File: config.mk
export PLATFORM = sky130hd
export DESIGN_NAME = reset_seq_gen
export DESIGN_NICKNAME = d
export VERILOG_FILES = /design/src/rtl/reset_seq_gen.sv
export SDC_FILE = /design/constraint.sdc
export NUM_CORES = 1
export LEC_CHECK = 0
export ABC_CLOCK_PERIOD_IN_PS = 1600
export BUFFER_PORTS_ARGS = -buffer_cell sky130_fd_sc_hd__buf_4
export CAP_MARGIN = 10
export CORE_ASPECT_RATIO = 1.5
export CORE_UTILIZATION = 45
export DETAILED_ROUTE_END_ITERATION = 7
export GPL_ROUTABILITY_DRIVEN = 1
export PLACE_DENSITY = 0.64
export SYNTH_ARGS = -nofsm -noshare
export SYNTH_HDL_FRONTEND = slang
export SYNTH_SLANG_ARGS = --single-unit
File: constraint.sdc
create_clock -name clk -period 1.6 [get_ports clk]
set_clock_uncertainty 0.1 [all_clocks]
set_input_delay 0.32 -clock clk [delete_from_list [all_inputs] [get_ports clk]]
set_output_delay 0.32 -clock clk [all_outputs]
set_load 0.01 [all_outputs]
File: src/rtl/reset_seq_gen.sv
// Multi-channel reset sequencer: holds N_CH active-low resets until lock, then releases
// them in index order with programmable spacing; soft requests and lock loss re-reset.
module reset_seq_gen #(
  parameter int N_CH        = 4,
  parameter int CNT_W       = 8,
  parameter int HOLD_CYC    = 64,
  parameter int STEP_CYC    = 16,
  parameter int SYNC_STAGES = 2
) (
  input  logic            clk,
  input  logic            g_resetn,
  input  logic            locked,
  input  logic [N_CH-1:0] soft_rst,
  output logic [N_CH-1:0] rst_n_out,
  output logic            seq_done,
  output logic [1:0]      state_o
);

  localparam int IDX_W = (N_CH > 1) ? $clog2(N_CH) : 1;
  localparam logic [CNT_W-1:0] HOLD_LAST = CNT_W'(HOLD_CYC - 1);
  localparam logic [CNT_W-1:0] STEP_LAST = CNT_W'(STEP_CYC - 1);
  localparam logic [CNT_W-1:0] CNT_MAX   = {CNT_W{1'b1}};
  localparam logic [IDX_W-1:0] LAST_IDX  = IDX_W'(N_CH - 1);

  typedef enum logic [1:0] {
    WAIT_LOCK = 2'd0,
    HOLD      = 2'd1,
    RELEASE   = 2'd2,
    DONE      = 2'd3
  } state_t;

  state_t                         state, state_n;
  logic [CNT_W-1:0]               cnt, cnt_n;
  logic [IDX_W-1:0]               idx, idx_n, idx_inc, low_k;
  logic [N_CH-1:0]                rst_n_n, clr_mask;
  logic                           done_n;
  logic [1:0]                     rst_sync;
  logic                           rst_n;
  logic [SYNC_STAGES-1:0]         lock_pipe;
  logic [SYNC_STAGES-1:0][N_CH-1:0] soft_pipe;
  logic                           locked_s;
  logic [N_CH-1:0]                soft_rst_s;

  // Local reset asserts with g_resetn but releases two edges later.
  always_ff @(posedge clk or negedge g_resetn) begin
    if (!g_resetn) rst_sync <= 2'b00;
    else           rst_sync <= {rst_sync[0], 1'b1};
  end
  assign rst_n = rst_sync[1];

  always_ff @(posedge clk or negedge rst_n) begin
    if (!rst_n) begin
      lock_pipe <= '0;
      soft_pipe <= '0;
    end else begin
      lock_pipe <= {lock_pipe[SYNC_STAGES-2:0], locked};
      soft_pipe <= {soft_pipe[SYNC_STAGES-2:0], soft_rst};
    end
  end
  assign locked_s   = lock_pipe[SYNC_STAGES-1];
  assign soft_rst_s = soft_pipe[SYNC_STAGES-1];

  // Lowest requesting channel and the mask of it and everything above it.
  always_comb begin
    low_k    = '0;
    clr_mask = '0;
    for (int i = N_CH - 1; i >= 0; i--) begin
      if (soft_rst_s[i]) low_k = IDX_W'(i);
    end
    for (int i = 0; i < N_CH; i++) begin
      clr_mask[i] = (i >= int'(low_k));
    end
  end

  assign idx_inc = idx + 1'b1;

  always_comb begin
    state_n = state;
    cnt_n   = (cnt == CNT_MAX) ? cnt : cnt + 1'b1;
    idx_n   = idx;
    rst_n_n = rst_n_out;
    done_n  = seq_done;
    case (state)
      WAIT_LOCK: begin
        rst_n_n = '0;
        done_n  = 1'b0;
        idx_n   = '0;
        if (locked_s) begin
          state_n = HOLD;
          cnt_n   = '0;
        end
      end
      HOLD: begin
        if (cnt == HOLD_LAST) begin
          rst_n_n[0] = 1'b1;
          cnt_n      = '0;
          idx_n      = '0;
          if (N_CH == 1) begin
            state_n = DONE;
            done_n  = 1'b1;
          end else begin
            state_n = RELEASE;
          end
        end
      end
      RELEASE: begin
        if (cnt == STEP_LAST) begin
          cnt_n = '0;
          // After a soft reset idx points at a channel still held low.
          if (!rst_n_out[idx]) begin
            rst_n_n[idx] = 1'b1;
            if (idx == LAST_IDX) begin
              state_n = DONE;
              done_n  = 1'b1;
            end
          end else begin
            idx_n            = idx_inc;
            rst_n_n[idx_inc] = 1'b1;
            if (idx_inc == LAST_IDX) begin
              state_n = DONE;
              done_n  = 1'b1;
            end
          end
        end
      end
      DONE: begin
      end
      default: state_n = WAIT_LOCK;
    endcase

    if ((state == RELEASE || state == DONE) && (|soft_rst_s)) begin
      rst_n_n = rst_n_out & ~clr_mask;
      done_n  = 1'b0;
      state_n = RELEASE;
      idx_n   = (low_k < idx) ? low_k : idx;
      cnt_n   = '0;
    end

    if (state != WAIT_LOCK && !locked_s) begin
      state_n = WAIT_LOCK;
      rst_n_n = '0;
      done_n  = 1'b0;
      idx_n   = '0;
      cnt_n   = '0;
    end
  end

  always_ff @(posedge clk or negedge rst_n) begin
    if (!rst_n) begin
      state     <= WAIT_LOCK;
      cnt       <= '0;
      idx       <= '0;
      rst_n_out <= '0;
      seq_done  <= 1'b0;
    end else begin
      state     <= state_n;
      cnt       <= cnt_n;
      idx       <= idx_n;
      rst_n_out <= rst_n_n;
      seq_done  <= done_n;
    end
  end

  assign state_o = state;

endmodule

Word-level counts from Yosys, hierarchy flattened:

Cells that the tools add are included.

* register bits after elaboration: 29
* input bits: 7
* output and inout bits: 7
* word-level logic and storage cells: 102

* add/sub/neg operators: 2
* order comparisons: 8
* equality and inequality tests: 15
* muxes and demuxes: 47
* bitwise operators: 4
* reductions and logical operators: 16

Operator list (count)
* 2-to-1 mux 8 bit: 6
* 2-to-1 mux 2 bit: 18
* one-hot mux 8 bit (3 select lines): 1
* 2-to-1 mux 4 bit: 4
* one-hot mux 2 bit (3 select lines): 2
* 2-to-1 mux 1 bit: 10
* != test 5 x 3 -> 1 bit, second input constant: 2
* adder 8 x 1 -> 8 bit, second input constant: 1
* == test 2 bit, second input constant: 4
* == test 8 x 4 -> 1 bit, second input constant: 1
* == test 8 x 6 -> 1 bit, second input constant: 1
* == test 8 bit, second input constant: 1
* != test 4 x 2 -> 1 bit, second input constant: 2
* != test 4 bit, second input constant: 2
* bitwise OR 4 bit: 2
* less-than comparator 2 x 3 -> 1 bit, second input constant: 2
* one-hot mux 3 bit (2 select lines): 1
* AND reduction 6 bit: 1
* AND reduction 5 bit: 1
* nonzero test 5 bit: 1
* bitwise AND 4 bit: 1
* demux 1 bit (select 2 bit): 2
* >= comparator 1 x 2 -> 1 bit, first input constant: 2
* >= comparator 2 x 1 -> 1 bit, second input constant: 2
* other kinds (19): 22

Longest topological paths before layout:

Gate-level depths: netlist (run 1).

* word-level depth: 11
* mapped depth: 8
* mapped depth without buffers: 8

Worst setup path after synthesis (run 1):

No wires, ideal clock.

* kind: register -> register
* start: reg state[0], in the netlist state_o[0]
* end: reg idx[0]
* library setup time: 125 ps
* data arrival time: 1899 ps
* data required time: 1375 ps
* slack: -524 ps
* cell stages (with the launch flop): 8
* path buffers: 0
* clock period less this slack: 2124 ps
* cells stage by stage: dfrtp_1 inv_1 ha_1 nor2_1 nand3b_1 a2bb2oi_2 o211ai_2 mux2_4

* word-level cells in the longest chain between the ends: 5
* elaborated cells between the ends (all ways): 17
* classes of those cells: 7 x eq/ne; 3 x mux; 7 x reduce/logical

Ends and longest elaborated chain
* start: declaration: RTL line 32 `state_t state, state_n;`
* start signal: assignment: RTL line 156 `state <= state_n;`
* == test 2 bit (on tied branches): RTL line 83, 131
* logical OR 1 bit: RTL line 131 `if ((state == RELEASE || state == DONE) && (|soft_rst_s)) begin`
* logical AND 1 bit: RTL line 131
* != test 4 x 2 -> 1 bit (no line), or another cell as far along
* AND reduction 5 bit (no line) / 2-to-1 mux 2 bit (equally long branches)
* end signal: assignment: RTL line 158 `idx <= idx_n;`
* end: declaration: RTL line 34 `logic [IDX_W-1:0] idx, idx_n, idx_inc, low_k;`

Parallel ways exist; a longest one is shown, timed or not.
A chain may end at the register's enable or synchronous reset.

Worst setup path after layout (run 1):

* start: reg soft_pipe (netlist bit soft_rst_s[0])
* end: reg idx[0]

* word-level cells in the longest chain between the ends: 4
* elaborated cells between the ends (all ways): 13
* classes of those cells: 1 x order compare; 4 x eq/ne; 4 x mux; 4 x reduce/logical

Ends and longest elaborated chain
* start: declaration: RTL line 40 `logic [SYNC_STAGES-1:0][N_CH-1:0] soft_pipe;`
* start signal: assignment: RTL line 57 `soft_pipe <= {soft_pipe[SYNC_STAGES-2:0], soft_rst};`
* 2-to-1 mux 2 bit / OR reduction 4 bit (equally long branches): RTL line 68, 131
* less-than comparator 2 bit, or another cell as far along: RTL line 135 `idx_n = (low_k < idx) ? low_k : idx;`
* != test 3 x 1 -> 1 bit (no line), or another cell as far along
* AND reduction 5 bit (no line) / 2-to-1 mux 2 bit (equally long branches)

Parallel ways exist; a longest one is shown, timed or not. The select of a mux whose other input is x is not followed.

==> impl.org, run 1 <==
** Pwr
- Areal power density over the cells :: 1470 nW/um^2
- The share of total power dissipated in the clock network is a little over a fifth.
- In this run, the combinational gates consume between 50% and 60% of the power.
- Summed over all nets, the switching power comes to around 1.3 mW.
- Part of the total power dissipated in sequential elements :: 25.4%
- The worst-case IR drop observed on VDD is just over 900 uV.
- For this design the static power due to leakage is between 1 and 1.5 nW.
- Internal power comes to approximately 2.4 mW.
- Net switching is between 30% and 40% of the power.

** Clock tree
- After clock tree synthesis, the clock-pin slew on the worst setup and hold paths is 0.07 ns.
- Clock tree synthesis selected as its root buffer the cell sky130_fd_sc_hd__clkbuf_8.
- The longest clock path from root to sink contains 2 buffers.
- In this run the number of H-tree levels came out at 2.
- Worst-Skew Late Latency :: between 0.2 and 0.3 ns
- CTS tree :: built
- Buffers inserted during clock tree synthesis total 5.
- The clock net in this run drives a total of 29 sinks.

** Finish
- Number of antenna repair diodes :: 0
- Measured on the finished design, the core utilization comes to approximately 73%.
- The finished layout holds about 270 standard cells, fillers aside.
- After routing the design area is about 2500 sq um.
- Layout cell share with drive strength beyond 1 :: about half
- After the last flow step, the layout net total stands at between 200 and 250.
- The area growth from synthesis to layout is 54.7%.

** Place
- Placed insts :: around 260
- Total of buffers placed on input and output ports :: 13
- Cell area after placement :: approximately 2200 sq um
- Placed wire-length estimate after detailed placement :: about 3200 microns
- GP Congestion :: 0.995

** Setup path
- Walking the worst path, the cells encountered are nor4_2 -> nand3b_1 -> buf_4 -> o211ai_2 -> mux2_4.
- CP startpoint kind :: register
- Setup slack of the worst register-to-register path :: -0.37 ns
- On the critical path, the stage with the largest delay is an instance of sky130_fd_sc_hd__dfrtp_1.
- Largest stage delay on the critical path :: between 0.4 and 0.5 ns
- At the worst endpoint, the required time is about 1.7 ns.
- Setup crit end kind :: register
- Crit Path Max Fanout :: 4
- Critical Path AT :: ~2.1 ns
- Startpoint-to-endpoint class of the critical path :: register to register
- Grouping stages by cell kind, the critical path spends the most delay in simple AND/OR/NAND/NOR gates.
- Together, buffers and inverters on the worst path number 1.

** Floorplan
- Cell row count :: 26
- Once the floorplan was initialized, standard cells occupied between 40% and 50% of the core.
- Y dimension of the die :: approximately 75 microns
- The die covers ~3800 sq um.
- Core outline area :: roughly 3400 sq um
- From left edge to right edge, the die measures approximately 50 microns.
- 14 I/O pins were placed.

** Drt
- In this run the remaining antenna-violating nets after routing total 0.
- After detailed routing, the number of vias per cell comes to 5.37.
- The first routing iteration left 27 violations.
- Wires add up to about 4300 microns.
- For this block, the via count after detailed routing is approximately 1500.
- In the routed design, unresolved DRC markers number 0.
- Routed wire per std cell :: ~16 microns
- Before antenna repair, the detailed router went through 4 iterations.

** Job
- Max-cap violations in this run came to 0.

** Run status
- Result of the run :: finished with violations
- The final reports fail on negative setup slack.

** Global routing
- Antenna violations before repair :: 0
- In the global route stage, met1 resource usage came out at between 20% and 30%.
- First-pass GRT wire length :: 6670 microns
- Vias in the first global route :: between 1000 and 1500
- Global routing used 24.4% of the available tracks across all layers.
- Residual overflow from global routing :: 0
- Routing layer with the top usage in global route :: met2
- Global routing usage on met3 :: between 5 and 6%
- Entering global routing, the biggest net connects 28 pins.
- Global routing consumed, on the met2 layer, approximately 48% of the routing resources.

** Logic synthesis
- The number of nets handed over by synthesis was 171.
- In the synthesized netlist, the number of instances is 153.
- Number of flops mapped to enable cells by yosys :: 0
- Synth Area per Inst :: between 10 and 15 sq um
- Post-synthesis sequential element count :: 29
- By area the synthesized netlist is led by sky130_fd_sc_hd__dfrtp_1 (45%), sky130_fd_sc_hd__ha_1 (8.5%), sky130_fd_sc_hd__nor2_1 (4.0%).
- Summed instance area of the synthesized netlist :: 1610 sq um
- Top cell type's share of synthesized area :: between 40 and 50%
- Commonest cells post-synth :: sky130_fd_sc_hd__dfrtp_1 (29), sky130_fd_sc_hd__nor2_1 (17), sky130_fd_sc_hd__ha_1 (11)
- In the synthesized netlist the dominant register cell turns out to be sky130_fd_sc_hd__dfrtp_1.
- Share of flip-flops with an asynchronous set or reset after synthesis :: between 90% and 100%
- Sequential share of the synthesized area :: ~45%
- sky130_fd_sc_hd__dfrtp_1 takes more of the synthesized area than any other cell.
- Yosys printed 0 warnings.
- Number of different library cells in the post-synthesis netlist :: 46
- Leading cell type by number of instances after synthesis :: sky130_fd_sc_hd__dfrtp_1

** Timing
- In the finished design, the share of the clock period the worst path needs comes to 123%.
- The final count of hold timing violations came to 0.
- Summed over all failing endpoints, the final setup total negative slack is -4.48 ns.
- Maximum frequency from static timing analysis :: 508 MHz
- Final WS setup :: -0.369 ns
- Unrepaired setup endpoints after global routing :: true
- Count of final max-slew check failures :: 0
- # setup viols final :: 17
- Final worst path period need :: around 2 ns

** Worst hold path
- The path class of the tightest hold or removal check is input pin to register.
==> final timing paths <==
check                         startpoint      endpoint  cells past startpoint
setup / recovery           soft_rst_s[0]        idx[0]                      5
hold / removal               soft_rst[3]  soft_pipe[3]                      1
setup reg to reg           soft_rst_s[0]        idx[0]                      5
hold reg to reg              rst_sync[1]        idx[0]                      1
max in group asynchronous    rst_sync[1]    state_o[1]                      1
min in group asynchronous    rst_sync[1]        idx[0]                      1
==> registers in the layout (all words and copies together) (netlist names) <==
signal,flops
idx,2
soft_rst_s,4
lock_pipe,2
rst_sync,2
soft_pipe,4
state_o,2
seq_done,1
rst_n_out,4
cnt,8
==> logic make-up after synthesis <==
family / synth area share [%]
and+or+nand+nor: 20.3
AOI/OAI and AO/OA: 14.0
DFF: 45.0
adders and majority gates: 8.53
muxes: 7.52
buffers and inverters: 2.79
xor gates and xnor gates: 1.63
other: 0.232
==> layout make-up <==
type / count / area (sq um)
fill: 240 / 918
clock buffer: 5 / 68.8
sequential: 29 / 728
tap: 42 / 52.6
inverter: 8 / 35.0
clock inverter: 3 / 46.3
timing repair buffer: 72 / 563
multi-input combinational: 114 / 1000
==> power groups by stage <==
| stage | clock network (mW) | logic (mW) | registers (mW) |
|---|---|---|---|
| 3_5_place_dp | 0 | 1.67 | 0.950 |
| 5_1_grt | 0.821 | 2.11 | 0.944 |
| 6_report | 0.779 | 1.96 | 0.933 |
| 3_3_place_gp | 0 | 1.62 | 0.942 |
| 4_1_cts | 0.796 | 1.86 | 0.934 |
| 2_1_floorplan | 0 | 0.914 | 0.976 |
==> placed cells by master, fill, tap and decap left out, drive strengths merged, types with 2 or more instances in the layout <==
cell type and count:
inv 8, buf 71, a211oi 2, clkbuf 5
nand2 9, o21a 2, o211ai 2, and2 2
o21ai 7, dfrtp 29, nor4 2, o22a 2
nor3 5, and3 2, nor2 17, nor3b 2
mux2i 5, nand3 7, a21oi 10, nand3b 3
ha 11, mux2 4, xnor2 2
==> stage by stage <==
stage | hold slack (ns) | total power, mW | setup WS, ns
finish | 0.0408 | 3.67 | -0.369
global route | 0.0246 | 3.87 | -0.416
CTS | 0.0281 | 3.59 | -0.339
detailed placement | 0.00323 | 2.62 | -0.344
global placement | 0.00196 | 2.56 | -0.313
floorplan | -0.0756 | 1.89 | -0.314
==> per-layer routing <==
layer,vias to the layer above,wire length (microns)
met4,0,69
met2,21,2470
li1,706,-
met3,6,85
met1,733,1660
met5,-,0
==> what timing repair did <==
item,CTS,global route
setup endpoints to repair,17,17
hold buffers,1,0
endpoints found under the hold margin,2,0
gates resized for setup,12,8
pin swaps,6,7
buffers inserted,7,2
(Power assumes the default switching activity.)
==> run 2, diff against run 1 <==
CELL_PAD_IN_SITES_DETAIL_PLACEMENT = 0   (was default)
CELL_PAD_IN_SITES_GLOBAL_PLACEMENT = 1   (was default)
PLACE_DENSITY = 0.77   (was 0.64)
==> run 2 against run 1 <==
Critical path depth is the same. First-iteration DRC count grew 26%. Largest power group unchanged. Final area grew 0.85%. Fmax is essentially flat. Via count grew 0.61%. Final cell count shrank 0.37%. Core utilization grew 0.62 points. Non-clock buffer count shrank 1. Worst setup slack is essentially flat. Wire length grew 3.5%. The run still ends with negative setup slack left. Clock power shrank 2%.
==> impl.org, run 2 (synthesis results as in run 1) <==
** Timing
- # setup viols final :: 17 (unchanged)
- Final worst path period need :: 1.97 ns (+0.000351 ns)
- Count of final max-slew check failures :: 0 (unchanged)
- Setup total negative slack :: -4.17 ns (+0.311 ns)
- The final critical-path share of the clock period is 123% (about the same).
- The setup slack of the critical path after layout came to -0.370 ns (-0.000351 ns).
- Final hold violations :: 0 (unchanged)
- The maximum clock rate is 508 MHz (about the same).
- Unrepaired setup endpoints after global routing :: true

** Finish
- Most common library cell in the layout ignoring fill and taps :: sky130_fd_sc_hd__buf_4
- Max FFs per register :: 8 (unchanged)
- The proportion of layout cells with a drive suffix above 1 is 54.3% (+4.1 points).
- Final net count :: 247 (-0.40%)
- Register with the highest flop count :: cnt
- Fin cells :: 272 (-0.37%)
- Filler cells :: 249 (+3.8%)
- Relative to the synthesized area, the layout overhead comes to 56.0%.
- In the layout the commonest cells are sky130_fd_sc_hd__buf_4 (67), sky130_fd_sc_hd__dfrtp_1 (26), sky130_fd_sc_hd__nor2_1 (10).
- Number of antenna repair diodes :: 0 (unchanged)

** Setup path
- Cell at the slowest stage of the critical path :: sky130_fd_sc_hd__or4_4
- The critical path goes through or4_4 -> nor3b_4 -> a32oi_2 -> nand2_2 -> mux2_4.
- The worst reg-to-reg path cell count came to 5 (unchanged).
- Startpoint-to-endpoint class of the critical path :: register to register
- The critical path arrival came to 2.04 ns (about the same).
- In this run the critical register-to-register path is captured at state_o[0].
- The reg2reg setup slack is -0.37 ns (about the same).
- Largest stage delay on the critical path :: 0.62 ns (+0.21 ns)
- Setup crit end kind :: register
- The data required time at the worst endpoint was 1.67 ns (about the same).
- CP startpoint kind :: register
- Start of the worst register-to-register path :: soft_rst_s[1]
- The largest fanout on the critical path is 4 (unchanged).

** Run status
- The flow ran to the end, but the final reports show violations.
- The checks that failed: negative setup slack.

** Floorplan
- The number of ports placed on the die boundary was 14 (unchanged).
- The row count came to 26 (unchanged).
- DIE AREA :: 3840 sq um (unchanged)
- Starting density of the core :: 47.3% (unchanged)
- Core outline area :: 3420 sq um (unchanged)
- Y dimension of the die :: 75.4 microns (unchanged)
- Die boundary width :: 50.9 microns (unchanged)

** Worst hold path
- The worst hold path begins at soft_rst[2].
- The depth of the worst hold-timing path came to 1 (unchanged).
- For hold timing, the worst endpoint is soft_pipe[2].
- Kind of path behind the tightest hold check :: input pin to register

** Place
- Placed wire-length estimate after detailed placement :: 3170 microns (-0.59%)
- Worst setup slack after placement :: -0.377 ns (-0.0329 ns)
- Placed insts :: 256 (-0.39%)
- The placer's final routability congestion estimate was 0.923 (-7.3%).
- Total of buffers placed on input and output ports :: 13 (unchanged)

** Drt
- Via density per instance :: 5.42 (+0.98%)
- The detailed-route DRC error count was 0 (unchanged).
- The detailed-route wire length per cell came to 16.3 microns (+3.9%).
- The number of DRC violations after detailed-routing iteration 0 is 34 (+26%).
- Via count :: 1475 (+0.61%)
- The number of optimization iterations in the first detailed-route pass came to 4 (unchanged).
- Post-route antenna net violation count :: 0 (unchanged)
- Total routed wirelength :: 4430 microns (+3.5%)

** Clock tree
- CTS tree :: built
- CTS H-tree lvls :: 2 (unchanged)
- The tree is rooted in a sky130_fd_sc_hd__clkbuf_8.
- Clock transition time at the flip-flop clock pins of the worst setup and hold paths :: 0.07 ns (about the same)
- Cts bufs inserted :: 5 (unchanged)
- Worst-Skew Late Latency :: 0.28 ns (about the same)
- The number of buffers between clock root and the deepest sink came to 2 (unchanged).
- The number of clock sinks was 29 (unchanged).

** Global routing
- The remaining global-route overflow came to 0 (unchanged).
- The maximum number of pins on one net before global-route repair came to 28 (unchanged).
- The number of antenna violations at the first check in global routing was 0 (unchanged).
- Total routing resource utilization after global routing :: 24.8% (+0.39 points)
- First-pass GRT wire length :: 6840 microns (+2.5%)
- Vias in the first global route :: 1532 (+3.2%)

** Pwr
- Static leakage power :: 1.14 nW (+0.74%)
- IR Drop Worst-Case VDD :: 1220 uV (+32%)
- The final total power came to 3.81 mW (+3.7%).
- Areal power density over the cells :: 1510 nW/um^2 (+2.8%)

** Job
- Maxcap violations :: 0 (unchanged)
-- run 2: cell types whose count changed in the layout (fill, tap and decap cells not counted), sizes merged --
| cell | delta |
|---|---|
| buf | -1 |
-- run 2: report_power, final --
part	switching (mW)	internal, mW	total, mW	leakage (nW)
Combinational	0.973	1.14	2.11	0.722
Sequential	0.107	0.826	0.933	0.368
Clock	0.301	0.465	0.767	0.0543
Total	1.38	2.43	3.81	1.14
-- run 2: routing by layer --
layer  track usage (%)  up-vias  part of all wire [%]
li1                  -      706                     -
met1              23.3      720                    36
met2              49.0       30                    56
met3              5.39       19                   2.5
met4              13.0        0                   5.3
met5                 0        -                     0
-- run 2: critical path, delay by kind of cell (launching register included) --
| kind | cells | cell delay [ns] |
|---|---|---|
| multiplexers | 1 | 0.30 |
| flip-flops | 1 | 0.40 |
| AO/OA/AOI/OAI | 1 | 0.08 |
| AND/OR/NAND/NOR | 3 | 0.97 |
-- run 2: layout make-up --
class	count	area [sq um]	share of cell area (%)
clock buffers	5	68.8	2.73
clock inverters	3	46.3	1.84
inverters	8	35.0	1.39
multi-input cells	114	1040	41.3
flip-flops and latches	29	729	29.0
well taps	42	52.6	2.09
repair buffers	71	547	21.7
-- run 2: worst max path at each step --
stage	end	slack, ns	start	cells after the start
2_1_floorplan	idx[0]	-0.31	state_o[1]	7
3_3_place_gp	state_o[1]	-0.32	soft_rst_s[0]	5
3_5_place_dp	state_o[0]	-0.38	soft_rst_s[0]	5
4_1_cts	state_o[0]	-0.34	soft_rst_s[2]	5
5_1_grt	idx[1]	-0.50	soft_rst_s[2]	10
6_report	state_o[0]	-0.37	soft_rst_s[1]	5
-- run 2: per-stage QoR --
stage | area [sq um] | hold slack, ns | utilization, %
2_1_floorplan | 1690 | -0.0756 | -
3_3_place_gp | 2200 | 0.00212 | 64.5
3_5_place_dp | 2200 | 0.00323 | 64.5
4_1_cts | 2440 | 0.0335 | 71.5
5_1_grt | 2520 | 0.0263 | 73.7
6_report | 2520 | 0.0395 | 73.7
-- run 2: what timing repair did --
action                                 CTS  global route
cloned                                   0             0
setup endpoints to repair               17            17
resized for setup                       18            15
pin swaps                               11            12
setup buffers                            5             3
hold buffers                             1             0
endpoints found under the hold margin    2             0
